--- src/rtl/pipeline_hazard_tracker.sv ---
// rtl/pipeline_hazard_tracker.sv - load-use stall and forward-select unit beside the ID stage
//
// Tracks the destination of each in-flight instruction for DEPTH stages after ID
// and derives the ID operand forward selects and the load-use stall from them.
//
// Ports:
//   clk, reset           clock, synchronous active-high reset
//   id_valid             ID holds a real instruction
//   id_rs1/id_rs2        source registers, id_rs1_used/id_rs2_used: source actually read
//   id_rd, id_reg_wr     destination register and its write enable
//   id_mem_rd            ID instruction is a load
//   kill                 ID instruction squashed; a bubble is inserted instead
//   mem_wait             memory not ready; all records hold
//   stall                load-use hazard on the ID instruction
//   hold_id              stall | mem_wait
//   fwd_a/fwd_b          0 = register file, k = result of stage k
//   inflight             number of valid writing records
//   stall_count          saturating count of hazard-stall cycles
module pipeline_hazard_tracker #(
  parameter int REG_ADDR_W    = 3,
  parameter int DEPTH         = 3,
  parameter int LOAD_READY    = 2,
  parameter int ZERO_REG_HARD = 0,
  parameter int CNT_W         = 16,
  localparam int FW           = $clog2(DEPTH + 1)
) (
  input  logic                  clk,
  input  logic                  reset,
  input  logic                  id_valid,
  input  logic [REG_ADDR_W-1:0] id_rs1,
  input  logic [REG_ADDR_W-1:0] id_rs2,
  input  logic                  id_rs1_used,
  input  logic                  id_rs2_used,
  input  logic [REG_ADDR_W-1:0] id_rd,
  input  logic                  id_reg_wr,
  input  logic                  id_mem_rd,
  input  logic                  kill,
  input  logic                  mem_wait,
  output logic                  stall,
  output logic                  hold_id,
  output logic [FW-1:0]         fwd_a,
  output logic [FW-1:0]         fwd_b,
  output logic [FW-1:0]         inflight,
  output logic [CNT_W-1:0]      stall_count
);

  // Stage k of the shadow pipeline lives at index k (1 = EXE).
  logic [DEPTH:1]          v_q, v_d;
  logic [DEPTH:1]          wr_q, wr_d;
  logic [DEPTH:1]          ld_q, ld_d;
  logic [REG_ADDR_W-1:0]   rd_q [1:DEPTH];
  logic [REG_ADDR_W-1:0]   rd_d [1:DEPTH];
  logic [CNT_W-1:0]        stall_count_q, stall_count_d;

  logic [FW-1:0] sel_a, sel_b;
  logic          haz_a, haz_b;
  logic          hazard;
  logic [FW-1:0] inflight_cnt;

  // Scan from oldest to youngest so the youngest match overwrites older ones.
  always_comb begin
    sel_a = '0;
    sel_b = '0;
    haz_a = 1'b0;
    haz_b = 1'b0;
    for (int k = DEPTH; k >= 1; k--) begin
      if (v_q[k] && wr_q[k] && (rd_q[k] == id_rs1) &&
          !((ZERO_REG_HARD != 0) && (id_rs1 == '0))) begin
        sel_a = FW'(k);
        haz_a = ld_q[k] && (k < LOAD_READY);
      end
      if (v_q[k] && wr_q[k] && (rd_q[k] == id_rs2) &&
          !((ZERO_REG_HARD != 0) && (id_rs2 == '0))) begin
        sel_b = FW'(k);
        haz_b = ld_q[k] && (k < LOAD_READY);
      end
    end
  end

  always_comb begin
    inflight_cnt = '0;
    for (int k = 1; k <= DEPTH; k++) begin
      inflight_cnt = inflight_cnt + FW'(v_q[k] & wr_q[k]);
    end
  end

  // kill outranks the hazard: a squashed instruction never stalls.
  assign hazard      = (id_rs1_used & haz_a) | (id_rs2_used & haz_b);
  assign stall       = id_valid & ~kill & hazard;
  assign hold_id     = stall | mem_wait;
  assign fwd_a       = (id_valid && id_rs1_used) ? sel_a : '0;
  assign fwd_b       = (id_valid && id_rs2_used) ? sel_b : '0;
  assign inflight    = inflight_cnt;
  assign stall_count = stall_count_q;

  always_comb begin
    v_d  = v_q;
    wr_d = wr_q;
    ld_d = ld_q;
    rd_d = rd_q;
    if (!mem_wait) begin
      for (int k = DEPTH; k >= 2; k--) begin
        v_d[k]  = v_q[k-1];
        wr_d[k] = wr_q[k-1];
        ld_d[k] = ld_q[k-1];
        rd_d[k] = rd_q[k-1];
      end
      v_d[1]  = id_valid & ~kill & ~stall;
      wr_d[1] = id_reg_wr;
      ld_d[1] = id_mem_rd;
      rd_d[1] = id_rd;
    end
  end

  always_comb begin
    stall_count_d = stall_count_q;
    if (stall && !mem_wait && (stall_count_q != '1)) begin
      stall_count_d = stall_count_q + CNT_W'(1);
    end
  end

  always_ff @(posedge clk) begin
    if (reset) begin
      v_q           <= '0;
      stall_count_q <= '0;
    end else begin
      v_q           <= v_d;
      stall_count_q <= stall_count_d;
    end
    // Payload fields are qualified by v_q, so they need no reset.
    wr_q <= wr_d;
    ld_q <= ld_d;
    rd_q <= rd_d;
  end

endmodule

--- config.mk ---
export PLATFORM = sky130hd
export DESIGN_NAME = pipeline_hazard_tracker
export DESIGN_NICKNAME = d
export VERILOG_FILES = /design/src/rtl/pipeline_hazard_tracker.sv
export SDC_FILE = /design/constraint.sdc
export NUM_CORES = 1
export LEC_CHECK = 0
export ABC_CLOCK_PERIOD_IN_PS = 2800
export CAP_MARGIN = 20
export CORE_UTILIZATION = 51
export CTS_BUF_LIST = sky130_fd_sc_hd__clkbuf_4 sky130_fd_sc_hd__clkbuf_8
export CTS_CLUSTER_DIAMETER = 150
export DETAILED_ROUTE_END_ITERATION = 8
export GPL_TIMING_DRIVEN = 0
export HOLD_SLACK_MARGIN = 0.02
export PLACE_DENSITY = 0.81
export SYNTH_ARGS = -nofsm -noshare
export SYNTH_HDL_FRONTEND = slang
export SYNTH_SLANG_ARGS = --single-unit
--- constraint.sdc ---
create_clock -name clk -period 2.8 [get_ports clk]
set_input_delay 0.84 -clock clk [delete_from_list [all_inputs] [get_ports clk]]
set_output_delay 0.84 -clock clk [all_outputs]
set_load 0.1 [all_outputs]
==> impl_metrics.toml <==
[worst_hold_path]
hold_path_startpoint = "wr_q[2]"
min_path_type = "register to register"

[finish]
nNetsFinal = 255
diodes = 0
fin_cells = 282
stdcell_area_mm2 = 0.00267
drive_gt1_share_pct = 29.2
fillers = 197
syn_to_final_growth_pct = 49.4

[grt]
grt_pass1_vias = 1592
grt_first_pass_wirelength_mm = 7.48
grt_max_degree = 17
track_usage_pct = 28.3
grt.overflow.total = 0
grt_antenna_before_repair = 0

[clock_network]
clock_path_buffers = 2
clk_latency_ns = 0.35
numClockSinks = 32
cts_tree = "yes"
cts_buffers = 5
htreeDepth = 2
cts_root_buf = "clkbuf_4"
hold_buffers = 0
cts.clk_slew.worst_paths_ns = 0.10

[die]
start_util_pct = 53.5
chipHeight_um = 61.1
dieArea_mm2 = 0.00374
fp.dieW_um = 61.1
fp.coreArea_mm2 = 0.00334
io_pins = 42
rows = 21

[timing]
drv_slew = 0
finalCritPeriodShare_pct = 101
maxSlewHeadroom_pct = 35.0
setup_violations = 3
final.setup.tns_ns = -0.0563
fin_ws_ns = -0.0215
post-route-min-period_ns = 2.82
worstMarginPinSlew_ns = 0.973
hold_violations = 0
clock_skew_ns = 0.0200
rsz0062_at_grt = "true"
max_freq_mhz = 354

[synthesis]
synth_warnings = 0
synth-simple-area-share_pct = 24.1
synth-compound-area-share_pct = 16.3
yosysUniqueCellTypes = 42
postSynthAreaPerCell_um2 = 9.75
synth-edff-count = 13
ys_seq_area_share_pct = 43.2
synthArstFlopShare_pct = 0
synth_common_cells = "a21oi_1 (20), dfxtp_1 (19), edfxtp_1 (13)"
synth_xor_area_share_pct = 10.1
synth_top_family_by_area = "simple AND/OR/NAND/NOR gates"
synthesis.nets = 203
synthesis.area_mm2 = 0.00178
ys.flop_type = "dfxtp_1"
yosysMostFrequentCell = "a21oi_1"
synth_fa_ha_area_share_pct = 1.82
synthMuxAreaShare_pct = 1.12
synth_area_leaders = "edfxtp_1 (22%), dfxtp_1 (21%), a21oi_1 (5.6%), xnor2_1 (4.4%), nand4_1 (3.2%)"
synth.top_cell.area_share_pct = 21.9
yosysTopAreaCell = "edfxtp_1"
synth-seq-cells = 32
synth_cells = 183

[worst_setup_path]
cp.required_ns = 1.96
slowest_delay_ns = 0.27
start_kind = "input pin"
endpoint_kind = "primary output"
critPathBufInv = 2
cpLargestDelayFamily = "simple AND/OR/NAND/NOR gates"
cp_data_arrival_time_ns = 1.98
path_cells = "buf_4 -> xnor2_2 -> nand4_1 -> and2_2 -> o21ai_4 -> buf_12"
worst-path-max-fanout = 3
path_class = "input pin to primary output"
r2r-start = "v_q[1]"
cp-startpoint = "id_rs1[0]"
cpMaxStageDelayCell = "and2_2"

[pwr]
power_mw = 1.05
total_leakage_power_nw = 1.02
p_per_area_mw_per_mm2 = 394
ir_drop_mv = 0.353

[run_status]
status = "complete, but fails checks"
failed_checks = "setup timing"

[placed_design]
dp_slack_ns = -1.41
place_inst = 269
dp_hpwl_mm = 3.14
finalWeightedCongestion = 0.875
postPlaceCellArea_mm2 = 0.00230
port_buffers = 40

[routing]
wl_per_cell_um = 18.2
vias = 1749
drtPass1Iterations = 4
final_antenna_net_count = 0
routed_wl_mm = 5.12
drc_errors = 0
via_per_inst = 6.20
drt_iter0_drc = 246

[flow_run]
cap_violations = 0
-- area by class of cell --
cell class | instances | area, µm² | area share [%]
clock buffers | 6 | 45.0 | 1.69
inverters | 6 | 26.3 | 0.986
clock inverters | 2 | 35.0 | 1.31
multi-input cells | 138 | 1180 | 44.3
well taps | 46 | 57.6 | 2.16
plain buffers | 7 | 37.5 | 1.41
repair buffers | 45 | 512 | 19.2
flip-flops and latches | 32 | 771 | 28.9
-- power breakdown --
part | total, mW | switching [mW] | internal [mW]
Clock | 0.369 | 0.172 | 0.197
Combinational | 0.158 | 0.0886 | 0.0697
Sequential | 0.523 | 0.0206 | 0.503
Total | 1.05 | 0.281 | 0.769
-- logic make-up after synthesis --
logic type	count (synthesis)
compound gates	44
xor+xnor	18
fa+ha+maj	2
buf+inv	13
flops	32
mux	2
simple gates	72
-- final timing paths --
kind | endpoint | slack (ns) | cells after the start
worst max register to register | stall_count[5] | 0.60 | 9
worst min-delay path | wr_q[3] | 0.45 | 0
worst min register to register | wr_q[3] | 0.45 | 0
worst max-delay path | hold_id | -0.02 | 6
-- layer usage --
layer,global-route usage [%],vias to the layer above,part of all wire [%]
met4,13.3,0,3.5
met1,33.0,847,40
met3,6.93,18,5.4
met2,48.9,91,51
met5,0,-,0
li1,-,793,-
-- per-stage QoR --
stage / util [%] / hold slack (ns)
6_report: 79.9 / 0.452
5_1_grt: 79.9 / 0.468
4_1_cts: 77.4 / 0.456
3_5_place_dp: 69.0 / 0.432
3_3_place_gp: 69.0 / 0.424
2_1_floorplan: - / 0.418
-- layout by cell type, fill, tap and decap left out, drive strengths merged, types with 2 or more instances in the layout --
cell type,Yosys,routed
a21oi,20,20
a41oi,2,2
and2,5,5
and3,2,2
and4,2,2
buf,4,23
clkbuf,3,9
clkdlybuf4s50,0,11
dfxtp,19,19
dlygate4sd2,0,8
dlymetal6s2s,0,7
edfxtp,13,13
inv,5,5
mux2i,2,2
nand2,11,11
nand3,9,9
nand3b,2,2
nand4,9,9
nand4b,2,2
nand4bb,2,2
nor2,11,11
nor3,2,2
nor4,2,2
o21ai,7,7
o31ai,6,6
o41ai,4,4
or3,4,4
or4,6,6
xnor2,12,12
xor2,6,6
-- registers in the layout, indices dropped and copies added (netlist names) --
name	count
rd_q	9
stall_count	16
v_q	3
wr_q	3
ld_q	1
-- repair_timing --
item	4_1_cts	5_1_grt
gates resized for setup	127	18
endpoints found under the setup margin	12	13
buffers inserted	3	2
pin swaps	10	4
gates cloned	0	0
Power figures use the tool's default switching activity.
